## src/rtl/psram_clk_reset_seq.sv

```systemverilog
// Clock/reset sequencer for the PSRAM controller: qualifies PLL lock, holds the
// controller in reset, waits out PSRAM power-up, then handshakes the init sequence.
module psram_clk_reset_seq #(
  parameter int FREQ_HZ      = 81000000,
  parameter int POWERUP_US   = 150,
  parameter int LOCK_STABLE  = 1024,
  parameter int SYNC_STAGES  = 2,
  parameter int INIT_TIMEOUT = 4096
) (
  input  logic       clk,
  input  logic       rst,
  input  logic       pll_lock,
  input  logic       init_ack,
  output logic       ctrl_reset,
  output logic       init_req,
  output logic       ready,
  output logic       fault,
  output logic [2:0] state
);

  localparam int POWERUP_CYCLES = (FREQ_HZ / 1000000) * POWERUP_US;
  localparam int MAX_LP  = (LOCK_STABLE > POWERUP_CYCLES) ? LOCK_STABLE : POWERUP_CYCLES;
  localparam int CNT_MAX = (MAX_LP > INIT_TIMEOUT) ? MAX_LP : INIT_TIMEOUT;
  localparam int CNT_W   = (CNT_MAX > 1) ? $clog2(CNT_MAX) : 1;
  localparam int SYNC_N  = (SYNC_STAGES < 2) ? 2 : SYNC_STAGES;

  localparam logic [CNT_W-1:0] LOCK_LAST    = CNT_W'(LOCK_STABLE - 1);
  localparam logic [CNT_W-1:0] POWERUP_LAST = CNT_W'(POWERUP_CYCLES - 1);
  localparam logic [CNT_W-1:0] INIT_LAST    = CNT_W'(INIT_TIMEOUT - 1);

  typedef enum logic [2:0] {
    WAIT_LOCK = 3'd0,
    LOCK_QUAL = 3'd1,
    POWERUP   = 3'd2,
    INIT      = 3'd3,
    READY     = 3'd4,
    FAULT     = 3'd5
  } state_t;

  state_t            state_reg, state_next;
  logic [CNT_W-1:0]  cnt_reg, cnt_next;
  logic [SYNC_N-1:0] sync_reg;
  logic              lock_s;

  // pll_lock is asynchronous to clk; this chain is its only consumer
  always_ff @(posedge clk or posedge rst) begin
    if (rst) sync_reg <= '0;
    else     sync_reg <= {sync_reg[SYNC_N-2:0], pll_lock};
  end

  assign lock_s = sync_reg[SYNC_N-1];

  always_ff @(posedge clk or posedge rst) begin
    if (rst) begin
      state_reg <= WAIT_LOCK;
      cnt_reg   <= '0;
    end else begin
      state_reg <= state_next;
      cnt_reg   <= cnt_next;
    end
  end

  always_comb begin
    state_next = state_reg;
    cnt_next   = cnt_reg;
    // Loss of lock outranks everything, including a simultaneous init_ack
    if (state_reg != WAIT_LOCK && !lock_s) begin
      state_next = WAIT_LOCK;
      cnt_next   = '0;
    end else begin
      unique case (state_reg)
        WAIT_LOCK: begin
          cnt_next = '0;
          if (lock_s) state_next = LOCK_QUAL;
        end
        LOCK_QUAL: begin
          if (cnt_reg == LOCK_LAST) begin
            state_next = POWERUP;
            cnt_next   = '0;
          end else begin
            cnt_next = cnt_reg + CNT_W'(1);
          end
        end
        POWERUP: begin
          if (cnt_reg == POWERUP_LAST) begin
            state_next = INIT;
            cnt_next   = '0;
          end else begin
            cnt_next = cnt_reg + CNT_W'(1);
          end
        end
        INIT: begin
          if (init_ack) begin
            state_next = READY;
            cnt_next   = '0;
          end else if (cnt_reg == INIT_LAST) begin
            state_next = FAULT;
            cnt_next   = '0;
          end else begin
            cnt_next = cnt_reg + CNT_W'(1);
          end
        end
        READY, FAULT: begin
          state_next = state_reg;
        end
        default: begin
          state_next = WAIT_LOCK;
          cnt_next   = '0;
        end
      endcase
    end
  end

  always_comb begin
    ctrl_reset = 1'b0;
    init_req   = 1'b0;
    ready      = 1'b0;
    fault      = 1'b0;
    unique case (state_reg)
      WAIT_LOCK, LOCK_QUAL: ctrl_reset = 1'b1;
      INIT:                 init_req   = 1'b1;
      READY:                ready      = 1'b1;
      FAULT:                fault      = 1'b1;
      default:              ctrl_reset = (state_reg != POWERUP);
    endcase
  end

  assign state = state_reg;

endmodule

```

## config.mk

```make
export PLATFORM = sky130hd
export DESIGN_NAME = psram_clk_reset_seq
export DESIGN_NICKNAME = d
export VERILOG_FILES = /design/src/rtl/psram_clk_reset_seq.sv
export SDC_FILE = /design/constraint.sdc
export NUM_CORES = 1
export LEC_CHECK = 0
export CAP_MARGIN = 5
export CORE_UTILIZATION = 44
export CTS_BUF_LIST = sky130_fd_sc_hd__clkbuf_8 sky130_fd_sc_hd__clkbuf_16
export DETAILED_ROUTE_END_ITERATION = 6
export PLACE_DENSITY = 0.72
export SETUP_SLACK_MARGIN = 0.02
export SYNTH_ARGS = -nofsm -noshare
export SYNTH_HDL_FRONTEND = slang
export SYNTH_SLANG_ARGS = --single-unit
```

## constraint.sdc

```tcl
create_clock -name clk -period 2.17 [get_ports clk]
set_input_delay 0.434 -clock clk [delete_from_list [all_inputs] [get_ports clk]]
set_output_delay 0.434 -clock clk [all_outputs]
set_load 0.01 [all_outputs]
```

# After elaboration in Yosys (flattened, before gate mapping)
# Index checks and enable logic that the tools add are counted.
totals:
  regBits: 19
  input_bits: 4
  out_inout_bits: 7
  word_cells: 43
op_classes:
  add_sub_neg: 1
  eq_ne: 14
  muxes: 17
  n_reduce_logical: 8
op_table:
  columns: ["operator", "n"]
  rows:
  - ["14-bit 2-to-1 mux", 5]
  - ["14-bit one-hot mux with 4 select lines", 1]
  - ["3-bit 2-to-1 mux", 6]
  - ["3-bit one-hot mux with 5 select lines", 1]
  - ["14-bit by 1-bit adder with 14-bit output, second input constant", 1]
  - ["14-bit by 10-bit equality test with 1-bit output, second input constant", 1]
  - ["14-bit by 12-bit equality test with 1-bit output, second input constant", 1]
  - ["14-bit equality test, second input constant", 1]
  - ["3-bit != test, second input constant", 3]
  - ["3-bit by 2-bit equality test with 1-bit output, second input constant", 2]
  - ["3-bit equality test, second input constant", 2]
  - ["5-bit AND reduction", 1]
  - ["4-bit != test, second input constant", 1]
  - ["2-bit OR reduction", 2]
  - ["3-bit by 1-bit equality test with 1-bit output, second input constant", 1]
  - ["3-bit logical NOT", 1]
  - ["1-bit 2-to-1 mux", 3]
  - ["3-bit by 2-bit != test with 1-bit output, second input constant", 1]
  - ["3-bit nonzero test", 1]
  - ["3-bit OR reduction", 1]
  - ["2-bit != test, second input constant", 1]
  - ["1-bit one-hot mux with 2 select lines", 1]
  - ["1-bit logical AND", 1]
  - ["1-bit logical NOT", 1]

# Logic depth before layout (Yosys ltp)
depth:
  word_depth: 5
  ltp_mapped: 9
  ltp_nobuf: 8

# Worst setup path before layout
# Ideal clock, no wire load.
synth_timing:
  path_type: "reg-to-reg"
  startpoint: "reg cnt_reg[0]"
  endpoint: "reg state_reg[1] (netlist: state[1])"
  setup_time_ps: 120
  t_arrival_ps: 1835
  slack_ps: 216
  path_stages_with_launch: 8
  n_path_buf: 0
  synth_period_minus_slack_ps: 1954
  path_cell_list: "dfrtp_1 ha_1 nand3_1 or3_4 o31ai_4 nand2b_2 o311a_1 a31o_1"
synth_between:
  elab_chain_len: 3
  elab_cells_between_ends: 7
  classes_between: "eq/ne: 6; reduce/logical: 1"
synth_lines:
  columns: ["item", "line_no", "text"]
  rows:
  - ["start, declared", "41", "logic [CNT_W-1:0] cnt_reg, cnt_next;"]
  - ["start signal, assigned", "59", "cnt_reg <= cnt_next;"]
  - ["14-bit by 12-bit equality test with 1-bit output, or another cell as far along", "96", "end else if (cnt_reg == INIT_LAST) begin"]
  - ["4-bit != test (no line) / 3-bit != test (equally long branches)", null, null]
  - ["5-bit AND reduction (no line) *", null, null]
  - ["end signal, assigned", "58", "state_reg <= state_next;"]
  - ["end, declared", "40", "state_t state_reg, state_next;"]
# Every way passes the cells marked *; elsewhere a longest branch is shown, timed or not.
# A chain may end at the register's enable or synchronous reset.

# Worst setup path in the final report
layout_timing:
  startpoint: "reg state_reg[0] (netlist: state[0])"
  endpoint: "out fault"
layout_between:
  elab_chain_len: 2
layout_lines:
  columns: ["item", "line_no", "text"]
  rows:
  - ["3-bit equality test", "119", "unique case (state_reg)"]
  - ["1-bit 2-to-1 mux", "119", null]
  - ["end, declared", "17", "output logic fault,"]
# Every way passes these cells.

==> summary.txt <==
Run status
  • Status: finished, final reports clean

Timing
  • Slew HR: 0.746
  • Tcrit/Tclk final: 0.958
  • Hold Vio Cnt, Final: 0
  • Worst-Margin Slew: 377 ps
  • Setup TNS Final: 0 ps
  • Pins over their slew limit: 0
  • Fmax: 0.481 GHz
  • Clock Skews: slightly below 4 ps
  • # setup viols final: 0
  • RSZ-0062 raised after global routing: false
  • Clock period minus worst slack: 2080 ps

GRT
  • Largest net degree at the start of global routing: 20
  • Grt total ovfl: 0
  • Antenna violations before repair: 0
  • Vias in the first global route: 907
  • First-pass GRT wire length: between 3 and 4 mm
  • Total GRT Usage: 0.191

CTS
  • Clk buf depth: 2
  • CTS H-tree depth: 1
  • Sinks on Clock Net: 19
  • CTS Hold Buffers Added: 0
  • Clock Pin Slew Worst Setup and Hold Paths: 70 ps
  • TritonCTS buffer count: 3
  • Later-pin clock latency in the skew report: 260 ps
  • TritonCTS clock tree: built
  • Root Driver: clkbuf_8

Floorplan
  • IO Count: 11
  • Die height: approximately 53 um
  • Initial Util: 0.461
  • Site Rows: 18
  • Die width: 52.7 um
  • Area of the core: 2450 um^2
  • Die ar.: 2780 um^2

Setup path
  • Max incr delay on CP: 520 ps
  • Critical Path, Cell by Cell: nor2b_1, and2_1, clkdlybuf4s50_1
  • Req. time, crit path: approximately 1700 ps
  • Worst EP arrival: between 1500 and 2000 ps
  • Critical path type: reg -> out
  • Critical Path Sink Type: primary output
  • Crit-path slowest cell: dfrtp_1
  • Buf+Inv Stages, Crit Path: 1
  • Setup crit start kind: flip-flop
  • CP delay by family, top: flip-flops
  • CP max FO: 10

Synth
  • Post-synthesis mux area share: 0
  • Largest family of logic cells by synthesized area: simple AND/OR/NAND/NOR gates
  • #FFs+latches synth: 19
  • Syn avg cell area: 9.20 um^2
  • Top cell type by total area after synthesis: dfrtp_1
  • Post-synthesis compound-gate area fraction: 0.108
  • Cells after Synth: around 120
  • Sequential element share of the synthesized area: 0.420
  • Top area cells in the synthesized netlist: dfrtp_1 42%, nor2_1 6.6%, xnor2_1 6.2%, ha_1 5.5%, nand3_1 3.1%
  • Synthesized Nets: between 100 and 150
  • Synth unique cells: 33
  • Post-synthesis adder-cell area fraction: 0.0553
  • Share of the synthesized area in the top cell type: 0.420
  • Post-Synth Simple-Gate Area: 0.285
  • Xor/xnor share of the synthesized area: 0.0929
  • Synth warnings: 0
  • Mapped Area: between 1000 and 1500 um^2

Hold path
  • HP Class: reg -> reg

Placement
  • Placer Congestion: 0.883
  • Post-DP HPWL: about 1.6 mm
  • PortBufs: 10

Final layout
  • Ant. Diodes: 0
  • Final #Nets: 153
  • Max reg flops: 14
  • Area Growth Syn to Fin: 24.2%
  • Fraction of layout cells with a size suffix above 1: 0.154

Routing
  • Final wirelength: 2.21 mm
  • DR WL/cell: 12.8 um
  • DR pass1 iterations: 4
  • DRT iter0 DRCs: 29
  • # DRC: 0
  • Final ANT Viol Nets: 0
  • Via/cell ratio: between 5 and 6
  • DR vias: 934

Power
  • Power per cell area: 747 nW/um^2
  • Leakage: between 0.5 and 0.6 nW
  • Tot Pwr: 1.05 mW
  • Peak VDD IR: between 0.6 and 0.7 mV

Job
  • Max-cap violation count: 0
==> cell families (layout without fill, tap and decap cells) <==
group | after synthesis | count (layout)
buf+inv | 11 | 31
simple gates | 59 | 59
xor+xnor | 12 | 12
compound gates | 17 | 17
fa+ha+maj | 5 | 5
flops | 19 | 19
==> cells in the mapped netlist <==
cell type,instances
o21ai_0,5
clkbuf_1,2
o22ai_1,1
o31ai_4,1
nand3_1,7
nor4_1,2
nor2b_1,2
o311a_1,1
ha_1,5
or3_4,1
nand3b_1,1
a31o_1,1
buf_2,1
a21oi_2,1
nand2_1,7
nand4_1,2
nor4b_1,1
nor3_1,7
xnor2_1,8
o21a_1,3
and3_2,1
nand2b_2,1
and2_1,2
nand4b_1,2
nor2_1,20
o21ai_1,2
nand4_4,1
nand4_2,1
or3_1,1
xor2_1,4
a21oi_1,2
dfrtp_1,19
inv_1,8
==> metrics by stage <==
step                      area, um^2  std cells  utilization  hold WS [ps]  setup slack [ps]
final                           1410        173        0.572           351              92.0
after global routing            1410        173        0.572           359              21.3
after detailed placement        1310        166        0.535           339               123
after floorplan                 1130        123            -           331               216
after global placement          1310        166        0.535           336               156
after CTS                       1360        170        0.554           355              81.1
==> area by class of cell <==
type | count | area (um^2)
fillers | 224 | 1050
inverters | 8 | 30.0
clock buffers | 3 | 41.3
multi-input cells | 93 | 636
repair buffers | 19 | 180
flip-flops and latches | 19 | 475
clock inverters | 1 | 5.00
well taps | 30 | 37.5
==> power by group <==
group	switching, mW	internal [mW]	total (mW)
Sequential	0.0381	0.379	0.417
Combinational	0.192	0.194	0.386
Clock	0.118	0.128	0.246
==> path summary, 6_finish.rpt <==
kind                             start     endpoint  slack (ps)  cells past startpoint
max in group asynchronous          rst   cnt_reg[7]        1500                      3
setup reg to reg            cnt_reg[1]   cnt_reg[7]         150                      8
hold / removal             sync_reg[0]  sync_reg[1]         350                      0
min in group asynchronous          rst   cnt_reg[2]         480                      3
setup / recovery              state[0]        fault          90                      3
hold reg to reg            sync_reg[0]  sync_reg[1]         350                      0
==> timing repair <==
action	in CTS	in global routing
endpoints found under the setup margin	0	1
buffers inserted	0	3
resized for setup	0	4
==> placed cells by master, fill, tap and decap left out, types with 3 or more instances in the layout <==
| cell | instances |
|---|---|
| nor2_1 | 20 |
| dfrtp_1 | 19 |
| clkdlybuf4s50_1 | 10 |
| inv_1 | 8 |
| xnor2_1 | 8 |
| buf_4 | 8 |
| nand2_1 | 7 |
| nor3_1 | 7 |
| nand3_1 | 6 |
| o21ai_0 | 5 |
| xor2_1 | 4 |
| ha_1 | 4 |
| o21a_1 | 3 |
| clkbuf_8 | 3 |
==> layer usage <==
metal  wire length (um)  global-route usage
met5                  0                   0
met4                 35              0.0702
met3                 82              0.0348
met2               1080               0.321
met1               1020               0.241
(Power assumes the default switching activity.)
